`src/rtl/mdu_iter.sv`:
```
// Iterative multiply/divide unit: shift-add multiply and restoring divide,
// one bit per cycle, with sign fix-up and a start/done handshake.
module mdu_iter #(
  parameter int WIDTH = 32,
  parameter int CNT_W = $clog2(WIDTH) + 1
) (
  input  logic             clk,
  input  logic             rst,
  input  logic             start,
  input  logic [1:0]       op,
  input  logic [WIDTH-1:0] src1,
  input  logic [WIDTH-1:0] src2,
  input  logic             cancel,
  output logic             busy,
  output logic             done,
  output logic [WIDTH-1:0] result_hi,
  output logic [WIDTH-1:0] result_lo,
  output logic             div_by_zero
);

  typedef enum logic [2:0] {
    S_IDLE,
    S_PREP,
    S_CALC,
    S_FIX,
    S_DONE
  } state_t;

  state_t               r_state;
  state_t               w_next;
  logic [1:0]           r_op;
  logic [WIDTH-1:0]     r_src1;
  logic [WIDTH-1:0]     r_src2;
  logic [WIDTH-1:0]     r_opnd;
  logic [2*WIDTH-1:0]   r_acc;
  logic [CNT_W-1:0]     r_cnt;
  logic                 r_neg_res;
  logic                 r_neg_rem;
  logic [WIDTH-1:0]     r_hi;
  logic [WIDTH-1:0]     r_lo;
  logic                 r_dbz;

  logic                 w_is_div;
  logic                 w_is_signed;
  logic                 w_s2_zero;
  logic [WIDTH-1:0]     w_mag1;
  logic [WIDTH-1:0]     w_mag2;
  logic [WIDTH:0]       w_msum;
  logic [2*WIDTH-1:0]   w_mul_next;
  logic [WIDTH:0]       w_drem;
  logic                 w_dge;
  logic [WIDTH-1:0]     w_dsub;
  logic [2*WIDTH-1:0]   w_div_next;
  logic [2*WIDTH-1:0]   w_prod;
  logic [WIDTH-1:0]     w_quo;
  logic [WIDTH-1:0]     w_rem;

  assign w_is_div    = r_op[1];
  assign w_is_signed = r_op[0];
  assign w_s2_zero   = (r_src2 == '0);

  always_comb begin
    w_mag1     = (w_is_signed && r_src1[WIDTH-1]) ? -r_src1 : r_src1;
    w_mag2     = (w_is_signed && r_src2[WIDTH-1]) ? -r_src2 : r_src2;

    // Multiply step: add multiplicand into the high half, shift right with carry.
    w_msum     = {1'b0, r_acc[2*WIDTH-1:WIDTH]} + {1'b0, (r_acc[0] ? r_opnd : {WIDTH{1'b0}})};
    w_mul_next = {w_msum, r_acc[WIDTH-1:1]};

    // Divide step: partial remainder after the left shift needs WIDTH+1 bits.
    w_drem     = r_acc[2*WIDTH-1:WIDTH-1];
    w_dge      = (w_drem >= {1'b0, r_opnd});
    w_dsub     = w_drem[WIDTH-1:0] - r_opnd;
    w_div_next = {(w_dge ? w_dsub : w_drem[WIDTH-1:0]), r_acc[WIDTH-2:0], w_dge};

    w_prod     = r_neg_res ? -r_acc : r_acc;
    w_quo      = r_neg_res ? -r_acc[WIDTH-1:0] : r_acc[WIDTH-1:0];
    w_rem      = r_neg_rem ? -r_acc[2*WIDTH-1:WIDTH] : r_acc[2*WIDTH-1:WIDTH];
  end

  always_ff @(posedge clk) begin
    if (rst) r_state <= S_IDLE;
    else     r_state <= w_next;
  end

  always_comb begin
    w_next = r_state;
    case (r_state)
      S_IDLE, S_DONE: w_next = (start && !cancel) ? S_PREP : S_IDLE;
      S_PREP: begin
        if (cancel)                     w_next = S_IDLE;
        else if (w_is_div && w_s2_zero) w_next = S_DONE;
        else                            w_next = S_CALC;
      end
      S_CALC: begin
        if (cancel)                     w_next = S_IDLE;
        else if (r_cnt == CNT_W'(1))    w_next = S_FIX;
      end
      S_FIX:   w_next = cancel ? S_IDLE : S_DONE;
      default: w_next = S_IDLE;
    endcase
  end

  always_ff @(posedge clk) begin
    if (rst) begin
      r_op      <= '0;
      r_src1    <= '0;
      r_src2    <= '0;
      r_opnd    <= '0;
      r_acc     <= '0;
      r_cnt     <= '0;
      r_neg_res <= 1'b0;
      r_neg_rem <= 1'b0;
      r_hi      <= '0;
      r_lo      <= '0;
      r_dbz     <= 1'b0;
    end else begin
      case (r_state)
        S_IDLE, S_DONE: begin
          if (start && !cancel) begin
            r_op   <= op;
            r_src1 <= src1;
            r_src2 <= src2;
          end
        end
        S_PREP: begin
          if (!cancel) begin
            r_neg_res <= w_is_signed && (r_src1[WIDTH-1] ^ r_src2[WIDTH-1]);
            r_neg_rem <= w_is_signed && r_src1[WIDTH-1];
            // Divide: divisor held in r_opnd, dividend shifts through the low half.
            r_opnd    <= w_is_div ? w_mag2 : w_mag1;
            r_acc     <= {{WIDTH{1'b0}}, (w_is_div ? w_mag1 : w_mag2)};
            r_cnt     <= CNT_W'(WIDTH);
            if (w_is_div && w_s2_zero) begin
              r_hi  <= r_src1;
              r_lo  <= '1;
              r_dbz <= 1'b1;
            end
          end
        end
        S_CALC: begin
          if (!cancel) begin
            r_acc <= w_is_div ? w_div_next : w_mul_next;
            r_cnt <= r_cnt - CNT_W'(1);
          end
        end
        S_FIX: begin
          if (!cancel) begin
            if (w_is_div) begin
              r_hi <= w_rem;
              r_lo <= w_quo;
            end else begin
              r_hi <= w_prod[2*WIDTH-1:WIDTH];
              r_lo <= w_prod[WIDTH-1:0];
            end
            r_dbz <= 1'b0;
          end
        end
        default: ;
      endcase
    end
  end

  assign busy        = (r_state == S_PREP) || (r_state == S_CALC) || (r_state == S_FIX);
  assign done        = (r_state == S_DONE);
  assign result_hi   = r_hi;
  assign result_lo   = r_lo;
  assign div_by_zero = r_dbz;

endmodule

```
`config.mk`:
```
export PLATFORM = sky130hd
export DESIGN_NAME = mdu_iter
export DESIGN_NICKNAME = d
export VERILOG_FILES = /design/src/rtl/mdu_iter.sv
export SDC_FILE = /design/constraint.sdc
export NUM_CORES = 1
export LEC_CHECK = 0
export BUFFER_PORTS_ARGS = -buffer_cell sky130_fd_sc_hd__buf_4
export CORE_MARGIN = 4
export CORE_UTILIZATION = 45
export CTS_CLUSTER_DIAMETER = 200
export CTS_CLUSTER_SIZE = 14
export DETAILED_ROUTE_END_ITERATION = 16
export GPL_TIMING_DRIVEN = 0
export PLACE_DENSITY_LB_ADDON = 0.15
export SLEW_MARGIN = 30
export SYNTH_ARGS = -nofsm -noshare
export SYNTH_HDL_FRONTEND = slang
export SYNTH_SLANG_ARGS = --single-unit
```
`constraint.sdc`:
```
create_clock -name clk -period 5.73 [get_ports clk]
set_input_delay 0.573 -clock clk [delete_from_list [all_inputs] [get_ports clk]]
set_output_delay 0.573 -clock clk [all_outputs]
set_load 0.05 [all_outputs]
```
; ---- Word-level counts from Yosys, hierarchy flattened
; Cells that the tools add are included.
[word_totals]
regBits = 238
elab_cells = 87
output_inout_bits = 67
in_bits = 70
[classes]
n_mux = 37
eq_ne = 10
n_lt_le_gt_ge = 1
addsub = 8
reduce_logical = 17
n_bitwise = 2
[op_table]
columns = operator, n
row1 = 2-to-1 mux 32 bit, 16
row2 = 2-to-1 mux 64 bit, 4
row3 = negator 32 bit, 4
row4 = one-hot mux 32 bit (2 select lines), 2
row5 = one-hot mux 64 bit (2 select lines), 1
row6 = negator 64 bit, 1
row7 = adder 32 x 32 -> 33 bit, 1
row8 = >= comparator 33 x 32 -> 1 bit, 1
row9 = logical NOT 32 bit, 1
row10 = subtractor 32 bit, 1
row11 = 2-to-1 mux 3 bit, 5
row12 = 2-to-1 mux 6 bit, 2
row13 = one-hot mux 3 bit (4 select lines), 1
row14 = one-hot mux 6 bit (2 select lines), 1
row15 = "!= test 2 bit, second input constant", 4
row16 = "equality test 3 x 2 -> 1 bit, second input constant", 2
row17 = "equality test 6 x 1 -> 1 bit, second input constant", 1
row18 = "subtractor 6 x 1 -> 6 bit, second input constant", 1
row19 = logical AND 1 bit, 5
row20 = 2-to-1 mux 1 bit, 4
row21 = AND reduction 2 bit, 2
row22 = AND reduction 4 bit, 1
row23 = nonzero test 2 bit, 2
row24 = "equality test 3 x 1 -> 1 bit, second input constant", 1
row25 = 10 further kinds, 11

; ---- Logic depth before layout (Yosys ltp)
; Gate-level depths: netlist (run 1).
[depth]
ltp_word = 5
mapped_depth = 13
depth_no_buf = 12

; ---- Least setup slack after synthesis (run 1)
; No wires, ideal clock.
[synth_timing]
path_kind = register to register
start = reg r_acc[0]
end = reg r_acc[62]
stages_incl_launch_ff = 14
synth_period_minus_slack_ns = 3.184
arrival_ns = 3.062
n_path_buf = 2
slack_ns = 2.546
required_ns = 5.608
setup_time_ns = 0.122
cell_sequence = dfxtp_1 clkinv_1 clkbuf_1 nor2_1 ha_1 clkbuf_1 a21o_1 nand3_1 nand2_1 or3b_2 a2111oi_0 o21ai_0 a32o_1 a221o_1
[synth_via]
elab_chain_len = 5
[synth_rtl]
columns = item, line
row1 = start: declaration, 35  ; logic [2*WIDTH-1:0] r_acc;
row2 = start signal: assignment, 132  ; r_acc <= {{WIDTH{1'b0}}, (w_is_div ? w_mag1 : w_mag2)};
row3 = start signal: assignment, 143  ; r_acc <= w_is_div ? w_div_next : w_mul_next;
row4 = 2-to-1 mux 32 bit, 67  ; w_msum = {1'b0, r_acc[2*WIDTH-1:WIDTH]} + {1'b0, (r_acc[0] ? r_opnd : {WIDTH{1'b0}})};
row5 = adder 32 x 32 -> 33 bit, 67
row6 = 2-to-1 mux 64 bit, 143
row7 = 2-to-1 mux 64 bit, 142  ; if (!cancel) begin
row8 = one-hot mux 64 bit (2 select lines), 118  ; case (r_state)
; No other way between the ends. The select of a mux whose other input is x is not followed.
; A chain may end at the register's enable or synchronous reset.

; ---- Final worst setup path (run 1)
; Ends and elaborated chain as after synthesis.

==> results of run 1 <==
## registers in the layout, summed over array words and instances, names as in the netlist
signal       count
r_state          3
result_hi       32
r_acc           64
div_by_zero      1
r_src1          32
r_neg_rem        1
r_src2          32
r_opnd          32
r_neg_res        1
r_cnt            6
result_lo       32
r_op             2
## synthesized netlist by cell type (all sizes together) (38+ instances only)
| master | count |
|---|---|
| a211oi | 40 |
| nand3 | 59 |
| clkbuf | 138 |
| ha | 70 |
| o21ai | 113 |
| nand2 | 323 |
| a21oi | 222 |
| inv | 73 |
| xnor2 | 86 |
| xor2 | 80 |
| nor3 | 60 |
| dfxtp | 238 |
| nor2 | 250 |
| a21o | 38 |
## metal layers
metal / vias to the layer above / wire [um] / share of wire [%] / global-route usage, %
met3: 258 / 6880 / 8.5 / 4.92
met2: 1146 / 36900 / 46 / 62.4
met1: 9029 / 31000 / 38 / 46.8
met4: 0 / 5740 / 7.1 / 21.3
met5: - / 0 / 0 / 0
li1: 8689 / - / - / -
## worst max-delay path by stage
| stage | end | cells after the start | from | slack [ps] |
|---|---|---|---|---|
| floorplan | r_acc[62] | 13 | r_acc[0] | 2550 |
| global placement | r_acc[61] | 12 | r_acc[0] | 1330 |
| detailed placement | r_acc[62] | 11 | r_acc[0] | 1410 |
| CTS | r_acc[62] | 11 | r_acc[0] | 1400 |
| global route | r_acc[62] | 13 | r_acc[0] | 1040 |
| finish | r_acc[62] | 11 | r_acc[0] | 1310 |
## area by class of cell
class | count | area, um2
plain buffers | 166 | 656
well taps | 511 | 639
flip-flops and latches | 238 | 4760
fillers | 3824 | 18200
clock buffers | 21 | 526
repair buffers | 137 | 1030
inverters | 75 | 282
multi-input cells | 1837 | 11400
## critical path: cells and delay by family, from the launching register on
| family | cells | cell delay, ps |
|---|---|---|
| compound gates | 4 | 1430 |
| buf+inv | 3 | 1190 |
| simple gates | 3 | 1130 |
| flops | 1 | 440 |
| fa+ha+maj | 1 | 130 |
## power breakdown
group / switching, mW / leakage [nW] / internal [mW] / total, mW
sequential: 0.0543 / 1.93 / 1.69 / 1.74
combinational: 0.500 / 5.55 / 0.242 / 0.743
clock: 0.644 / 0.259 / 0.645 / 1.29
total: 1.20 / 7.73 / 2.58 / 3.78
## cell families (layout without fill, tap and decap cells)
| family | Yosys count | count (layout) | share of synthesized area, % |
|---|---|---|---|
| flip-flops | 238 | 238 | 27.9 |
| adder cells (fa/ha/maj) | 72 | 72 | 5.35 |
| multiplexers | 42 | 42 | 3.21 |
| AO/OA/AOI/OAI | 692 | 692 | 26.5 |
| XOR/XNOR | 166 | 166 | 8.50 |
| AND/OR/NAND/NOR | 865 | 865 | 23.1 |
| buffers and inverters | 241 | 399 | 5.46 |
## through the flow
step,utilization [%],hold WS (ps),total power [mW],std cells,setup WS (ps)
final,51.4,260,3.78,2985,1310
after detailed placement,50.0,449,2.49,2963,1410
after global placement,49.9,443,2.49,2963,1330
after CTS,51.4,251,3.76,2984,1400
after global routing,51.4,265,3.88,2985,1040
after floorplan,-,432,2.21,2316,2550
## cell usage in the layout (no fill, tap or decap), types with 12 or more instances in the layout
cell type and n:
sky130_fd_sc_hd__a211oi_1 40, sky130_fd_sc_hd__a21o_1 38, sky130_fd_sc_hd__a21oi_1 222, sky130_fd_sc_hd__a311oi_1 37, sky130_fd_sc_hd__a31oi_1 26, sky130_fd_sc_hd__and2_1 13
sky130_fd_sc_hd__and3_1 17, sky130_fd_sc_hd__buf_1 12, sky130_fd_sc_hd__buf_2 12, sky130_fd_sc_hd__buf_4 138, sky130_fd_sc_hd__clkbuf_1 137, sky130_fd_sc_hd__clkbuf_16 21
sky130_fd_sc_hd__dfxtp_1 238, sky130_fd_sc_hd__ha_1 70, sky130_fd_sc_hd__inv_1 73, sky130_fd_sc_hd__mux2i_1 29, sky130_fd_sc_hd__nand2_1 323, sky130_fd_sc_hd__nand2b_1 13
sky130_fd_sc_hd__nand3_1 59, sky130_fd_sc_hd__nand4_1 21, sky130_fd_sc_hd__nor2_1 249, sky130_fd_sc_hd__nor3_1 58, sky130_fd_sc_hd__nor4_1 23, sky130_fd_sc_hd__o211ai_1 34
sky130_fd_sc_hd__o21ai_0 111, sky130_fd_sc_hd__o22ai_1 19, sky130_fd_sc_hd__o31ai_1 26, sky130_fd_sc_hd__o41ai_1 16, sky130_fd_sc_hd__or3_1 19, sky130_fd_sc_hd__or4_1 17
sky130_fd_sc_hd__xnor2_1 86, sky130_fd_sc_hd__xor2_1 80
==> results.txt, run 1 <==
Non-Filler Cell Area, Final: 19,300 um2
Area Overhead vs Synth: 13.0%
number of sinks handled by clock tree synthesis: 238
setup skew after layout: 24.5 ps
top cells by area, synth: sky130_fd_sc_hd__dfxtp_1, sky130_fd_sc_hd__nand2_1, sky130_fd_sc_hd__a21oi_1
Core Area: 37,600 um2
number of diodes: 0
power per standard cell area: 195 nW/um2
die extent in y: 203 um
aggregate routed wire length: 80,500 um
Worst Path Class, Setup: flip-flop to flip-flop
average wire length per cell after detail routing: 27.0 um
commonest register cell after synthesis: sky130_fd_sc_hd__dfxtp_1
routed vias: 19.1k
pin count of the biggest net entering global routing: 15
effective utilization at floorplan: 45.5%
hold-critical path depth: 2
reg2reg start: r_acc[0]
clock tree root driver cell: sky130_fd_sc_hd__clkbuf_16
slew at the pin closest to its max-slew limit: 1070 ps
share of synthesized area occupied by flip-flops and latches: 27.9%
routability-driven placement congestion ratio: 1.07
status: finished clean
Post-synth EDFFs: 0
final setup fails: 0
longest individual stage delay on the worst path: 710 ps
initial antenna violation count: 0
Hold Buf Count CTS: 0
cell chain of the critical path: clkinv_1, clkbuf_1, nor2_1, ha_1, clkbuf_1, nand4_1, or3b_2, a2111oi_0, o21ai_0, a32o_1, a221o_1
Leak Pwr: 7.73 nW
CTS tree: built
worst min-delay path endpoint: r_state[1]
cell type with the highest aggregate area in the netlist: sky130_fd_sc_hd__dfxtp_1
DR iter-0 viols: 2,053
setup repair after global routing missed its margin: false
combined area of all synthesized cells: 17,100 um2
Clock Latency Late Sink: 550 ps
number of vias per cell: 6.41
Avg Cell Area, Syn: 7.39 um2
Detail Placement HPWL: 64,300 um
Die Outline Area: 41,200 um2
number of top-level pins: 137
horizontal extent of the die: 203 um
number of buffers on the longest clock path: 3
remaining antenna violation count: 0
via count of the first global-routing pass: 18.1k
Post-Synthesis Cells: 2,316
max-cap violations: 0
share of the synthesized area in the top cell type: 27.9%
H-tree levels: 1
element type at the critical path end: flip-flop
register clock-pin slew on the reported worst setup and hold paths: 90 ps
final clock period utilization by the worst path: 77.2%
total track usage: 37.5%
number of buffers created by CTS: 20
count of cell types in the netlist: 82
kind of path behind the tightest hold check: input pin to flip-flop
number of port buffers: 136
FP Rows: 71
WP data arrival: 4860 ps
hold violation count in the final report: 0
first-pass GRT wire length: 117,000 um
total of warnings raised by yosys: 0
r2r worst-path depth: 11
number of buffers inserted by post-CTS setup repair: 0
Synth Net Count: 2,458
Post-layout nets: 2,617
CP startpoint kind: flip-flop
hold wc startpoint: cancel
post-placement cell area: 18,800 um2
number of gates resized after CTS: 0
time the final worst path needs with I/O delays and setup: 4420 ps
required time reported for the critical path endpoint: 6170 ps
capturing point of the worst reg2reg path: r_acc[62]
largest driver fanout on the critical path: 10
share of synthesized flip-flops with an asynchronous set or reset: 0%
length of the first detailed-routing pass in iterations: 6
worst slew slack as a fraction of its limit: 28.6%
Worst VDD drop: 245 uV
number of synthesized register bits: 238
GR Overflow Total: 0
master of the slowest instance on the critical path: sky130_fd_sc_hd__a2111oi_0
most frequent CP cell: sky130_fd_sc_hd__clkbuf_1
reg2reg setup slack: 1310 ps
count of pins over their slew limit: 0
drt drc: 0
maximum clock rate: 0.226 GHz
final sum of negative setup slack: 0 ps
share of cells above drive strength 1: 9.01%
No activity file was read; power rests on OpenSTA's default activity.
==> run 2: changes to the inputs <==
- clock period: 5.73 -> 4.5 ns (I/O delays scaled with it)
==> results.txt, run 2 (synthesized netlist as in run 1, its figures left out) <==
status: finished clean
Die Outline Area: 41,200 um2
time the final worst path needs with I/O delays and setup: 4260 ps
routed vias: 19.1k
switching share of power: 31.9%
Detail Placement HPWL: 64,300 um
number of buffers created by CTS: 20
kind of path behind the tightest hold check: input pin to flip-flop
power per standard cell area: 249 nW/um2
register with the most flip-flops: r_acc
number of sinks handled by clock tree synthesis: 238
GR Overflow Total: 0
max-cap violations: 0
final setup fails: 0
WP data arrival: 4640 ps
Switching Power: 1.53 mW
dpl cells: 2,963
remaining antenna violation count: 0
number of buffers on the longest clock path: 3
post-placement cell area: 18,800 um2
first-pass GRT wire length: 117,000 um
horizontal extent of the die: 203 um
r2r worst-path depth: 11
final clock period utilization by the worst path: 94.6%
number of port buffers: 136
share of cells above drive strength 1: 9.09%
via count of the first global-routing pass: 18.1k
length of the first detailed-routing pass in iterations: 6
Worst VDD drop: 311 uV
register clock-pin slew on the reported worst setup and hold paths: 90 ps
Hold Buf Count CTS: 0
setup repair after global routing missed its margin: false
CTS tree: built
Post-layout nets: 2,617
clock tree root driver cell: sky130_fd_sc_hd__clkbuf_16
CP startpoint kind: flip-flop
Non-Filler Cell Area, Final: 19,300 um2
total track usage: 37.5%
element type at the critical path end: flip-flop
number of diodes: 0
Leak Pwr: 7.74 nW
final sum of negative setup slack: 0 ps
worst slew slack as a fraction of its limit: 28.1%
Core Area: 37,600 um2
number of vias per cell: 6.41
routability-driven placement congestion ratio: 1.07
overall power consumption: 4.82 mW
drt drc: 0
number of non-filler instances in the completed layout: 2,985
required time reported for the critical path endpoint: 4890 ps
clock share of power: 34.2%
DR iter-0 viols: 2,033
most common library cell in the layout ignoring fill and taps: sky130_fd_sc_hd__nand2_1
hold-critical path depth: 2
die extent in y: 203 um
part of the power in registers: 46.1%
slew at the pin closest to its max-slew limit: 1080 ps
Area Overhead vs Synth: 13.0%
Comb power frac: 19.7%
effective utilization at floorplan: 45.5%
count of pins over their slew limit: 0
hold violation count in the final report: 0
flip-flop count of the largest register after layout: 64
Worst Path Class, Setup: flip-flop to flip-flop
largest driver fanout on the critical path: 10
reg2reg setup slack: 240 ps
number of top-level pins: 137
FP Rows: 71
H-tree levels: 1
average wire length per cell after detail routing: 27.0 um
internal portion of total power: 3.28 mW
initial antenna violation count: 0
aggregate routed wire length: 80,700 um
pin count of the biggest net entering global routing: 15
count of filler cells inserted in the layout: 3,824
maximum clock rate: 0.235 GHz
commonest cells after routing, fill and taps aside: sky130_fd_sc_hd__nand2_1, sky130_fd_sc_hd__nor2_1, sky130_fd_sc_hd__dfxtp_1, sky130_fd_sc_hd__a21oi_1, sky130_fd_sc_hd__buf_4
Clock Latency Late Sink: 560 ps
setup skew after layout: 26.7 ps
run 2: changes by cell type in the layout (fill, tap and decap cells not counted), sizes merged:
cell / delta
clkinv: -1
clkinvlp: +1
run 2: area by class of cell:
| type | instances | area, um2 | share of cell area, % |
|---|---|---|---|
| plain buffers | 166 | 657 | 3.40 |
| clock buffers | 21 | 526 | 2.72 |
| inverters | 75 | 285 | 1.48 |
| multi-input cells | 1837 | 11400 | 59.1 |
| flip-flops and latches | 238 | 4760 | 24.6 |
| well taps | 511 | 639 | 3.31 |
| repair buffers | 137 | 1030 | 5.34 |
run 2: stage by stage:
| step | utilization, % | setup slack [ps] | hold slack (ps) |
|---|---|---|---|
| 5_1_grt | 51.5 | 33.1 | 142 |
| 3_5_place_dp | 50.0 | 184 | 449 |
| 6_report | 51.5 | 244 | 129 |
| 2_1_floorplan | - | 1320 | 432 |
| 4_1_cts | 51.4 | 172 | 128 |
| 3_3_place_gp | 49.9 | 100 | 443 |
run 2: routing by layer:
metal	vias to the layer above	wire [um]	GRT usage (%)
met4	0	5510	21.3
met3	255	7010	4.92
li1	8689	-	-
met1	9068	30900	46.8
met5	-	0	0
met2	1124	37300	62.4
run 2: path summary, 6_finish.rpt:
check	from	end
worst max-delay path	r_acc[49]	r_acc[63]
worst min-delay path	cancel	r_state[1]
worst max register to register	r_acc[49]	r_acc[63]
worst min register to register	r_opnd[11]	r_opnd[11]
run 2: power by group through the flow:
stage          Combinational, mW  Sequential [mW]  Clock, mW
2_1_floorplan              0.570             2.25          0
3_3_place_gp               0.902             2.26          0
6_report                   0.947             2.22       1.65
5_1_grt                    0.992             2.22       1.72
4_1_cts                    0.914             2.22       1.66
3_5_place_dp               0.910             2.27          0
run 2: worst max-delay path, stage by stage, from the launching register on:
cell	delay, ps
sky130_fd_sc_hd__dfxtp_1	670
sky130_fd_sc_hd__ha_1	330
sky130_fd_sc_hd__clkbuf_1	220
sky130_fd_sc_hd__a21oi_1	520
sky130_fd_sc_hd__nor2_1	130
sky130_fd_sc_hd__o21ai_0	220
sky130_fd_sc_hd__o211ai_1	250
sky130_fd_sc_hd__a31oi_1	580
sky130_fd_sc_hd__nand2_1	410
sky130_fd_sc_hd__buf_2	360
sky130_fd_sc_hd__o21ai_0	200
sky130_fd_sc_hd__a41oi_1	160
run 2: what timing repair did:
action                     in CTS  in global routing
buffers inserted                0                  0
gates resized for setup         0                  4
setup endpoints to repair       0                  2
